File: config.mk
export PLATFORM = sky130hd
export DESIGN_NAME = div_ctrl
export DESIGN_NICKNAME = d
export VERILOG_FILES = /design/src/rtl/div_pkg.sv /design/src/rtl/div_iter.sv /design/src/rtl/div_ctrl.sv
export SDC_FILE = /design/constraint.sdc
export NUM_CORES = 1
export LEC_CHECK = 0
export ABC_AREA = 1
export CORE_MARGIN = 8
export CORE_UTILIZATION = 54
export DETAILED_ROUTE_END_ITERATION = 16
export PLACE_DENSITY = 0.73
export SYNTH_ARGS = -nofsm -noshare
export SYNTH_HDL_FRONTEND = slang
export SYNTH_SLANG_ARGS = --single-unit
export TNS_END_PERCENT = 10
File: constraint.sdc
create_clock -name CLK -period 4.4 [get_ports CLK]
set_input_delay 0.88 -clock CLK [delete_from_list [all_inputs] [get_ports CLK]]
set_output_delay 0.88 -clock CLK [all_outputs]
set_load 0.01 [all_outputs]
File: src/rtl/div_pkg.sv
// -----------------------------------------------------------------------------
// div_pkg
// Shared types and constants for the start/halt divide responder (div_ctrl)
// and its bit-serial core (div_iter).
//
// Contents:
//   state_e            FSM states of div_ctrl
//   mode_e             program select (1/x reciprocal or a/b fixed-point)
//   *_ADDR             data memory byte addresses of operands and results
//   ITER_P1 / ITER_P2  quotient bits produced per program (17 / 25)
//   RES_W_P1 / _P2     stored result widths (16 / 24)
//   load_addr/store_addr/store_byte  byte sequencing helpers
//
// Configuration macro: DIV0_SAT_EN
//   Supplied by the build. The default build defines it, so a zero divisor
//   saturates to an all-ones result. Building without it runs the full
//   divide on a zero divisor (stored result then wraps to zero).
// -----------------------------------------------------------------------------
package div_pkg;

  typedef enum logic [2:0] {
    ST_IDLE  = 3'd0,
    ST_ARMED = 3'd1,
    ST_LOAD  = 3'd2,
    ST_DIV   = 3'd3,
    ST_ROUND = 3'd4,
    ST_STORE = 3'd5,
    ST_DONE  = 3'd6
  } state_e;

  typedef enum logic {
    MODE_RECIP = 1'b0,  // program 1: 2^63 / divisor16
    MODE_FRAC  = 1'b1   // program 2: (dividend16 << 48) / divisor8
  } mode_e;

  // Operand / result byte addresses (MSB at the lowest address).
  localparam logic [7:0] P1_DIVISOR_ADDR  = 8'd8;
  localparam logic [7:0] P1_RESULT_ADDR   = 8'd10;
  localparam logic [7:0] P2_DIVIDEND_ADDR = 8'd0;
  localparam logic [7:0] P2_DIVISOR_ADDR  = 8'd2;
  localparam logic [7:0] P2_RESULT_ADDR   = 8'd4;

  // Quotient bits generated: 63..47 for program 1, 63..39 for program 2.
  localparam int ITER_P1 = 17;
  localparam int ITER_P2 = 25;

  localparam int RES_W_P1 = 16;
  localparam int RES_W_P2 = 24;

  localparam int LOAD_BYTES_P1  = 2;
  localparam int LOAD_BYTES_P2  = 3;
  localparam int STORE_BYTES_P1 = RES_W_P1 / 8;
  localparam int STORE_BYTES_P2 = RES_W_P2 / 8;

  // Address of the idx-th operand byte read during LOAD.
  function automatic logic [7:0] load_addr(input mode_e m, input logic [1:0] idx);
    logic [7:0] a;
    a = 8'd0;
    if (m == MODE_RECIP) begin
      a = P1_DIVISOR_ADDR + 8'(idx);
    end else begin
      case (idx)
        2'd0:    a = P2_DIVIDEND_ADDR;
        2'd1:    a = P2_DIVIDEND_ADDR + 8'd1;
        default: a = P2_DIVISOR_ADDR;
      endcase
    end
    return a;
  endfunction

  // Address of the idx-th result byte written during STORE.
  function automatic logic [7:0] store_addr(input mode_e m, input logic [1:0] idx);
    return ((m == MODE_RECIP) ? P1_RESULT_ADDR : P2_RESULT_ADDR) + 8'(idx);
  endfunction

  // Result byte for write idx, most significant byte first.
  function automatic logic [7:0] store_byte(input mode_e m, input logic [1:0] idx,
                                            input logic [23:0] res);
    logic [7:0] b;
    b = 8'd0;
    if (m == MODE_RECIP) begin
      b = (idx == 2'd0) ? res[15:8] : res[7:0];
    end else begin
      case (idx)
        2'd0:    b = res[23:16];
        2'd1:    b = res[15:8];
        default: b = res[7:0];
      endcase
    end
    return b;
  endfunction

endpackage

File: src/rtl/div_iter.sv
// -----------------------------------------------------------------------------
// div_iter
// Bit-serial restoring division core. Each step shifts the next numerator bit
// into the remainder, subtracts the divisor when it fits and shifts the
// resulting quotient bit into the quotient register.
//
// Ports:
//   clk, rst_n  clock, asynchronous active-low reset
//   init        clear remainder and quotient (has priority over step)
//   step        perform one restoring iteration
//   num_bit     next numerator bit, most significant first
//   divisor     16-bit divisor (zero-extended by the caller for 8-bit use)
//   quotient    25-bit quotient shift register, newest bit in bit 0
// -----------------------------------------------------------------------------
module div_iter (
  input  logic        clk,
  input  logic        rst_n,
  input  logic        init,
  input  logic        step,
  input  logic        num_bit,
  input  logic [15:0] divisor,
  output logic [24:0] quotient
);

  logic [16:0] rem_q;
  logic [24:0] quo_q;
  logic [17:0] shifted;
  logic        fits;

  // The remainder is always below the divisor before a shift, so 17 bits
  // hold the shifted value; the extra compare bit keeps the math exact.
  assign shifted = {rem_q, num_bit};
  assign fits    = (shifted >= {2'b00, divisor});

  always_ff @(posedge clk or negedge rst_n) begin
    if (!rst_n) begin
      rem_q <= '0;
      quo_q <= '0;
    end else if (init) begin
      rem_q <= '0;
      quo_q <= '0;
    end else if (step) begin
      if (fits) begin
        rem_q <= 17'(shifted - {2'b00, divisor});
        quo_q <= {quo_q[23:0], 1'b1};
      end else begin
        rem_q <= 17'(shifted);
        quo_q <= {quo_q[23:0], 1'b0};
      end
    end
  end

  assign quotient = quo_q;

endmodule

File: src/rtl/div_ctrl.sv
// -----------------------------------------------------------------------------
// div_ctrl
// Responder for the start/halt program handshake. Loads operands from data
// memory, runs a bit-serial restoring divide (div_iter), rounds the quotient
// half-LSB upward and writes the result back, then raises halt.
//   program 1 (mode=0): result16 = round(2^63 / d16), d16 @8/@9, result @10/@11
//   program 2 (mode=1): result24 = round((a16<<48) / d8), a16 @0/@1, d8 @2,
//                       result @4/@5/@6
//
// Ports:
//   CLK, RST_N   clock, asynchronous active-low reset
//   start        request: high while operands are set up, falling launches
//   mode         program select, sampled on the launch edge
//   halt         registered done flag, held until start rises again
//   mem_addr     data memory byte address
//   mem_wr_en    write strobe (only asserted while storing the result)
//   mem_wr_data  write byte
//   mem_rd_data  combinational read data for mem_addr
//   dbg_state    current FSM state (div_pkg::state_e encoding)
//
// Configuration macro: DIV0_SAT_EN (zero divisor -> all-ones result, skipping
// DIV and ROUND). Without it a zero divisor runs the full divide.
// -----------------------------------------------------------------------------
module div_ctrl
  import div_pkg::*;
(
  input  logic       CLK,
  input  logic       RST_N,
  input  logic       start,
  input  logic       mode,
  output logic       halt,
  output logic [7:0] mem_addr,
  output logic       mem_wr_en,
  output logic [7:0] mem_wr_data,
  input  logic [7:0] mem_rd_data,
  output logic [2:0] dbg_state
);

  // Handshake: start=1 in any state aborts/holds the block in ARMED with
  // halt low (no further writes are issued). The first edge that sees start=0
  // in ARMED launches the program and captures mode. halt rises on the edge
  // that completes the last result write and stays high until start rises.
  // IDLE (after reset) ignores start=0 until start has been seen high once.

  state_e      state_q, state_d;
  mode_e       mode_q;
  logic [4:0]  cnt_q;
  logic [15:0] dividend_q;
  logic [15:0] divisor_q;
  logic [23:0] result_q;
  logic [23:0] rounded;
  logic [24:0] quo;
  logic        load_last, div_last, store_last;
  logic        sat_zero;
  logic        num_bit;
  logic        iter_init, iter_step;

  // ---------------------------------------------------------------------------
  // Sequencing conditions
  // ---------------------------------------------------------------------------
  assign load_last  = (mode_q == MODE_RECIP) ? (cnt_q == 5'(LOAD_BYTES_P1 - 1))
                                             : (cnt_q == 5'(LOAD_BYTES_P2 - 1));
  assign div_last   = (mode_q == MODE_RECIP) ? (cnt_q == 5'(ITER_P1 - 1))
                                             : (cnt_q == 5'(ITER_P2 - 1));
  assign store_last = (mode_q == MODE_RECIP) ? (cnt_q == 5'(STORE_BYTES_P1 - 1))
                                             : (cnt_q == 5'(STORE_BYTES_P2 - 1));

  // Zero-divisor test happens on the last LOAD edge, so the byte arriving on
  // the bus in that cycle is part of the divisor being checked.
`ifdef DIV0_SAT_EN
  assign sat_zero = (mode_q == MODE_RECIP) ? ({divisor_q[15:8], mem_rd_data} == 16'd0)
                                           : (mem_rd_data == 8'd0);
`else
  assign sat_zero = 1'b0;
`endif

  // ---------------------------------------------------------------------------
  // FSM: state register
  // ---------------------------------------------------------------------------
  always_ff @(posedge CLK or negedge RST_N) begin
    if (!RST_N) begin
      state_q <= ST_IDLE;
    end else begin
      state_q <= state_d;
    end
  end

  // ---------------------------------------------------------------------------
  // FSM: next state
  // ---------------------------------------------------------------------------
  always_comb begin
    state_d = state_q;
    if (start) begin
      state_d = ST_ARMED;
    end else begin
      case (state_q)
        ST_IDLE:  state_d = ST_IDLE;
        ST_ARMED: state_d = ST_LOAD;
        ST_LOAD:  if (load_last) state_d = sat_zero ? ST_STORE : ST_DIV;
        ST_DIV:   if (div_last) state_d = ST_ROUND;
        ST_ROUND: state_d = ST_STORE;
        ST_STORE: if (store_last) state_d = ST_DONE;
        ST_DONE:  state_d = ST_DONE;
        default:  state_d = ST_IDLE;
      endcase
    end
  end

  // ---------------------------------------------------------------------------
  // FSM: outputs (memory bus decoded from state and byte counter)
  // ---------------------------------------------------------------------------
  always_comb begin
    mem_addr    = 8'd0;
    mem_wr_en   = 1'b0;
    mem_wr_data = 8'd0;
    case (state_q)
      ST_LOAD: begin
        mem_addr = load_addr(mode_q, cnt_q[1:0]);
      end
      ST_STORE: begin
        mem_addr    = store_addr(mode_q, cnt_q[1:0]);
        mem_wr_en   = 1'b1;
        mem_wr_data = store_byte(mode_q, cnt_q[1:0], result_q);
      end
      default: ;
    endcase
  end

  assign dbg_state = state_q;

  // ---------------------------------------------------------------------------
  // Numerator bit stream: program 1 is a single 1 at bit 63, program 2 is the
  // dividend in bits 63..48 followed by zeros.
  // ---------------------------------------------------------------------------
  always_comb begin
    num_bit = 1'b0;
    if (mode_q == MODE_RECIP) begin
      num_bit = (cnt_q == 5'd0);
    end else if (cnt_q < 5'd16) begin
      num_bit = dividend_q[4'd15 - cnt_q[3:0]];
    end
  end

  assign iter_init = (state_q == ST_LOAD);
  assign iter_step = (state_q == ST_DIV);

  div_iter u_iter (
    .clk      (CLK),
    .rst_n    (RST_N),
    .init     (iter_init),
    .step     (iter_step),
    .num_bit  (num_bit),
    .divisor  (divisor_q),
    .quotient (quo)
  );

  // Lowest quotient bit is the round bit; the sum wraps at the result width.
  always_comb begin
    rounded = 24'd0;
    if (mode_q == MODE_RECIP) begin
      rounded = {8'd0, quo[16:1] + {15'd0, quo[0]}};
    end else begin
      rounded = quo[24:1] + {23'd0, quo[0]};
    end
  end

  // ---------------------------------------------------------------------------
  // Datapath registers, byte counter and registered halt
  // ---------------------------------------------------------------------------
  always_ff @(posedge CLK or negedge RST_N) begin
    if (!RST_N) begin
      halt       <= 1'b0;
      cnt_q      <= '0;
      mode_q     <= MODE_RECIP;
      dividend_q <= '0;
      divisor_q  <= '0;
      result_q   <= '0;
    end else begin
      halt  <= (state_d == ST_DONE);
      // Counter restarts on every state change, so it indexes bytes within
      // LOAD/STORE and iterations within DIV.
      cnt_q <= (state_d != state_q) ? 5'd0 : cnt_q + 5'd1;

      if (state_q == ST_ARMED && state_d == ST_LOAD) begin
        mode_q <= mode_e'(mode);
      end

      if (state_q == ST_LOAD) begin
        if (mode_q == MODE_RECIP) begin
          if (cnt_q == 5'd0) divisor_q[15:8] <= mem_rd_data;
          else               divisor_q[7:0]  <= mem_rd_data;
        end else begin
          case (cnt_q[1:0])
            2'd0:    dividend_q[15:8] <= mem_rd_data;
            2'd1:    dividend_q[7:0]  <= mem_rd_data;
            default: divisor_q        <= {8'd0, mem_rd_data};
          endcase
        end
        if (load_last && sat_zero) begin
          result_q <= (mode_q == MODE_RECIP) ? 24'h00FFFF : 24'hFFFFFF;
        end
      end

      if (state_q == ST_ROUND) begin
        result_q <= rounded;
      end
    end
  end

endmodule
* Word level (Yosys, flattened, before mapping)
Index checks and enable logic that the tools add are counted.
W data, S select, Z words.
** Cells by class
- Add/subtract/negate cells :: 7
- $lt $le $gt $ge :: 3
- Equal/unequal tests :: 16
- Muxes and demuxes :: 32
- Reduce and logical (&&, ||, !) cells :: 10
** Operator list (number)
- $mux W17 :: 3
- $mux W25 :: 2
- $mux W8 :: 5
- $mux W16 :: 2
- $add A24 B1 Y24 :: 1
- $mux W24 :: 1
- $ge A18 B16 Y1 :: 1
- $pmux W3 S6 :: 1
- $sub A17 B16 Y17 :: 1
- $add A16 B1 Y16 :: 1
- $pmux W8 S2 :: 1
- $eq A3 B3 Y1 const B :: 4
- $mux W3 :: 4
- $reduce_and A3 Y1 :: 4
- $eq A5 B5 Y1 const B :: 2
- $mux W5 :: 2
- $pmux W5 S2 :: 1
- $eq A3 B2 Y1 const B :: 3
- $mux W1 :: 7
- $add A4 B2 Y5 :: 1
- $add A4 B2 Y5 const A :: 1
- $add A5 B1 Y5 const B :: 1
- $eq A5 B1 Y1 const B :: 1
- $eq A5 B2 Y1 const B :: 1
- 15 further kinds :: 17
** Word-level totals
- Register bits :: 108
- Input port bits :: 12
- Output and inout port bits :: 21
- Logic and storage cells :: 79

* Depth between registers and ports, before layout
- Depth after elaboration :: 9
- Mapped depth :: 27
- Depth with buffers taken out :: 25

* Modules after synthesis
From an unflattened synthesis, not the netlist that was laid out.
** Unflattened totals
- Cells, all modules :: 925
- Area total of the unflattened synthesis :: 6791.5 sq um
** Modules (own cells, without submodules)
- div_ctrl :: times used 1, cells each 502, area each 3854.9 sq um, sequential area each 1651.6 sq um
- div_iter :: times used 1, cells each 423, area each 2936.6 sq um, sequential area each 1051.0 sq um

* Worst setup path after synthesis
Ideal clock, no wire load.
- Kind :: register -> register
- From :: register cnt_q[0]
- To :: register u_iter.rem_q[7]
- Setup time :: 0.133 ns
- Data arrival time :: 2.839 ns
- Required time :: 4.267 ns
- Path slack :: 1.428 ns
- Cell stages (with the launch flop) :: 24
- Buffers on the path :: 2
- Clock period less this slack :: 2.972 ns
- Cell sequence :: dfrtp_1 -> inv_1 -> buf_2 -> ha_1 -> inv_1 -> nor3_1 -> nor2_1 -> inv_1 -> nand2_1 -> ha_1 -> fa_1 -> inv_1 -> nand2_1 -> nand2_2 -> nand2_2 -> nand2_2 -> nand2_2 -> nand2_4 -> nand2_4 -> nand2_4 -> buf_8 -> nand2_1 -> nand3_1 -> o21ai_0
** Between the ends
- Word-level cells in the longest chain between the ends :: 9
- Elaborated cells on any way between the ends :: 12
- Those cells by class :: 2 x add/sub; 2 x order compare; 7 x mux; 1 x reduce/logical
** Ends and longest elaborated chain
- start: declaration :: line div_ctrl.sv:47 : logic [4:0] cnt_q;
- start signal: assignment :: line div_ctrl.sv:182 : cnt_q <= (state_d != state_q) ? 5'd0 : cnt_q + 5'd1;
- $sub A4 B4 Y4 :: line div_ctrl.sv:140 : num_bit = dividend_q[4'd15 - cnt_q[3:0]];
- $bmux W1 S4 :: line div_ctrl.sv:140
- $mux W1 (implied by the code) :: line div_ctrl.sv:140
- $mux W1 :: line div_ctrl.sv:139 : end else if (cnt_q < 5'd16) begin
- $mux W1 * :: line div_ctrl.sv:137 : if (mode_q == MODE_RECIP) begin
- $sub A17 B16 Y17 / $ge A18 B16 Y1 (equally long branches) :: line div_iter.sv:44, div_iter.sv:33
- $mux W17 * :: line div_iter.sv:43 : if (fits) begin
- $mux W17 * :: line div_iter.sv:42 : end else if (step) begin
- $mux W17 * :: line div_iter.sv:39 : end else if (init) begin
- end signal: assignment :: line div_iter.sv:44 : rem_q <= 17'(shifted - {2'b00, divisor});
- end signal: assignment :: line div_iter.sv:47 : rem_q <= 17'(shifted);
- end: declaration :: line div_iter.sv:25 : logic [16:0] rem_q;
Every way passes the cells marked *; elsewhere a longest branch is shown, timed or not. The select of a mux whose other input is x is not followed.
A chain may end at the register's enable or synchronous reset.

* Worst setup path in the final report
- From :: register cnt_q[0]
- To :: output mem_wr_data[6]
** Between the ends
- Word-level cells in the longest chain between the ends :: 4
- Elaborated cells on any way between the ends :: 6
- Those cells by class :: 1 x eq/ne; 4 x mux; 1 x reduce/logical
** Ends and longest elaborated chain
- $eq A2 B1 Y1 / $logic_not A2 Y1 (equally long branches) :: line div_pkg.sv:84, div_pkg.sv:82
- $pmux W8 S2 / $mux W8 (equally long branches) :: line div_pkg.sv:84, div_pkg.sv:82
- $mux W8 * :: line div_pkg.sv:81 : if (m == MODE_RECIP) begin
- $mux W8 * :: line div_ctrl.sv:116 : case (state_q)
- end: declaration :: line div_ctrl.sv:34 : output logic [7:0] mem_wr_data,
Every way passes the cells marked *; elsewhere a longest branch is shown, timed or not.

==> impl_metrics.csv <==
group,metric,value,unit
floorplan,rows,40,
synthesis,avgSynthCellArea,7.35,µm²
global_routing,antenna_found_initial,0,
timing,finalSetupTns,0,ns
synthesis,yosys.area.top_type_share,40.4,%
placement,hpwl,12.3,mm
synthesis,synth-edff-count,0,
timing,setup_viol,0,
power,power_switching,2.29,mW
routing,vias,5908,
power,p_int,2.63,mW
timing,grt_setup_unrepaired,"no",
critical_path,critPathKind,"reg -> out",
timing,fin_crit_sh,93.4,%
critical_path,cp_max_fo,18,
placement,gp_congestion,0.950,
timing,slew_violations,0,
routing,wl_per_cell,15.1,µm
global_routing,grt_pass1_wl,28.1,mm
floorplan,start_util,55.4,%
routing,firstDrtPassIters,7,
cts,ctsHoldBuffers,0,
timing,finalHoldViolCount,0,
synthesis,synth_flop_cell,"dfrtp_1",
global_routing,grt-ovfl-total,0,
critical_path,startpoint_type,"flop",
critical_path,path_depth,9,
critical_path,crit_top_cell,"nor2_1",
critical_path,rr_worst_depth,21,
power,clkPwrFrac,17.7,%
critical_path,crit_family,"buffers and inverters",
job,drv_cap,0,
routing,ant_nets,0,
floorplan,die_h,127,µm
finish,area_growth,10.3,%
cts,htree_levels,3,
finish,num-fill-cells,1110,
power,pwr_density_cell,667,nW/µm²
placement,place_ws,0.703,ns
min_path,min_path_cells,2,
synthesis,synthArstFlopShare,100,%
power,p_leak,3.64,nW
critical_path,crit_path_end_kind,"output port",
synthesis,syn_area,6680,µm²
timing,fin_crit,4.11,ns
min_path,hold_start,"dividend_q[9]",
synthesis,synth-seq-cells,108,
finish,diodes,0,
synthesis,synth_cells,909,
critical_path,max_stage_delay,0.55,ns
global_routing,grt_max_degree,58,
critical_path,worstPathArrival,3.23,ns
global_routing,grtUsageTotal,21.6,%
routing,routed_wl,16.5,mm
synthesis,yosysMostFrequentCell,"nand2_1",
cts,cts_resized,0,
routing,via_per_inst,5.38,
critical_path,crit_buf_inv,4,
cts,cts_tree,"yes",
synthesis,synth.top_cells.by_count,"260 x nand2_1, 123 x inv_1, 108 x dfrtp_1",
placement,portBuffers,28,
cts,cts_setup_buffers,0,
timing,tightest_slew,1.02,ns
routing,drc,0,
critical_path,crit_chain,"inv_1, ha_1, buf_4, nor2_1, nor2_1, clkinv_1, a221oi_1, a211oi_1, clkdlybuf4s50_1",
synthesis,synth_area_leader_cell,"dfrtp_1",
finish,drive_gt1_share,6.88,%
critical_path,r2r_start,"cnt_q[0]",
power,p_sw_share,46.5,%
routing,drt_iter0_drc,670,
finish,fin_nets,961,
cts,clk_path_buf_depth,2,
timing,clock.fmax,243,MHz
cts,cts-root-buf,"clkbuf_16",
min_path,hold_class,"reg -> reg",
floorplan,io_pins,33,
critical_path,required,3.52,ns
synthesis,synth.area.top_cells,"dfrtp_1 40%, nand2_1 15%, inv_1 6.9%, nand3_1 6.1%, o21ai_0 5.0%",
min_path,hold_end,"dividend_q[9]",
floorplan,coreArea,12100,µm²
critical_path,cpMaxStageDelayCell,"dfrtp_1",
synthesis,yosysUniqueCellTypes,46,
floorplan,die_x,127,µm
critical_path,r2r_end,"u_iter.rem_q[7]",
power,sequentialPowerShare,29.3,%
timing,clock_skew,0.00734,ns
timing,setup_slack,0.290,ns
critical_path,r2r_setup_slack,0.76,ns
cts,cts_made_buffers,9,
floorplan,die_area,16200,µm²
timing,slew_headroom,32.1,%
synthesis,ys_seq_area_share,40.4,%
cts,worstSkewPairLatency,0.36,ns
synthesis,yosysWarningCount,0,
global_routing,grt_pass1_vias,5483,
power,power_frac_comb,53.0,%
power,peakVddDrop,0.471,mV
run_status,outcome,"completed",
cts,cts_sinks,108,
cts,clkTransAtPathRegs,0.08,ns
[power by group through the flow]
stage	Clock, mW	Sequential [mW]	Combinational [mW]
finish	0.869	1.44	2.61
global route	0.919	1.47	2.99
CTS	0.886	1.44	2.58
detailed placement	0	1.45	2.57
global placement	0	1.45	2.55
floorplan	0	1.39	2.11
[registers in the layout, summed over array words and instances (netlist names)]
| register | cells |
|---|---|
| cnt_q | 5 |
| dividend_q | 16 |
| result_q | 24 |
| halt | 1 |
| divisor_q | 16 |
| dbg_state | 3 |
| mode_q | 1 |
| u_iter.quotient | 25 |
| u_iter.rem_q | 17 |
[per-layer routing]
layer	wire, µm	vias to the layer above	global-route usage, %
li1	-	2989	-
met1	8300	2712	31.9
met2	6920	190	30.8
met3	1090	17	4.83
met4	237	0	5.81
met5	0	-	0
[cells by family (layout without fill, tap and decap cells)]
logic type,count (synthesis),count (layout),share of synthesized area (%)
xor gates and xnor gates,14,14,1.83
other,1,4,0.0561
buffers and inverters,167,185,10.2
DFF,108,108,40.4
and+or+nand+nor,438,438,29.2
adders and majority gates,24,24,4.61
AOI/OAI and AO/OA,157,157,13.7
[placed cells by master (no fill, tap or decap), types with 6 or more instances in the layout]
master and n:
nor2_1 39, nand2_1 260, buf_4 6, nand4_1 9, a21oi_1 28, o21ai_0 67, o21ai_1 10, clkdlybuf4s50_1 27
a221oi_1 8, ha_1 23, xor2_1 7, inv_1 123, a211oi_1 8, nor4_1 6, dfrtp_1 108, nand3_1 81
nand2_2 9, o22ai_1 25, inv_2 12, xnor2_1 7, nor3_1 10, clkbuf_16 9
[layout make-up]
cell class                      count  area (µm²)  area share, %
Sequential cell                   108        2700           36.7
Multi-Input combinational cell    637        3310           44.9
Tap cell                          168         210           2.85
Timing Repair Buffer               33         315           4.28
Inverter                          136         510           6.93
Clock buffer                       10         239           3.24
Clock inverter                      6        82.6           1.12
[worst max-delay path by stage]
stage                            to  startpoint
floorplan           u_iter.rem_q[7]    cnt_q[0]
global placement     mem_wr_data[6]    cnt_q[0]
CTS                  mem_wr_data[6]    cnt_q[0]
finish               mem_wr_data[6]    cnt_q[0]
detailed placement   mem_wr_data[6]    cnt_q[0]
global route         mem_wr_data[2]    cnt_q[0]
[stage by stage]
step | area, µm² | cells | hold slack (ns) | power, mW | util [%]
global placement | 7050 | 1082 | 0.468 | 4.00 | 58.4
floorplan | 6700 | 912 | 0.449 | 3.50 | -
detailed placement | 7050 | 1082 | 0.473 | 4.02 | 58.4
CTS | 7370 | 1098 | 0.492 | 4.91 | 61.1
global route | 7370 | 1098 | 0.501 | 5.38 | 61.1
finish | 7370 | 1098 | 0.488 | 4.92 | 61.1
[worst register-to-register path, delay by kind of cell, from the launching register on]
family	cells	cell delay (ns)
compound gates	1	0.08
fa+ha+maj	3	0.91
buf+inv	4	0.65
flops	1	0.55
simple gates	13	1.32
Note: power is estimated with default switching activity, not from simulation.
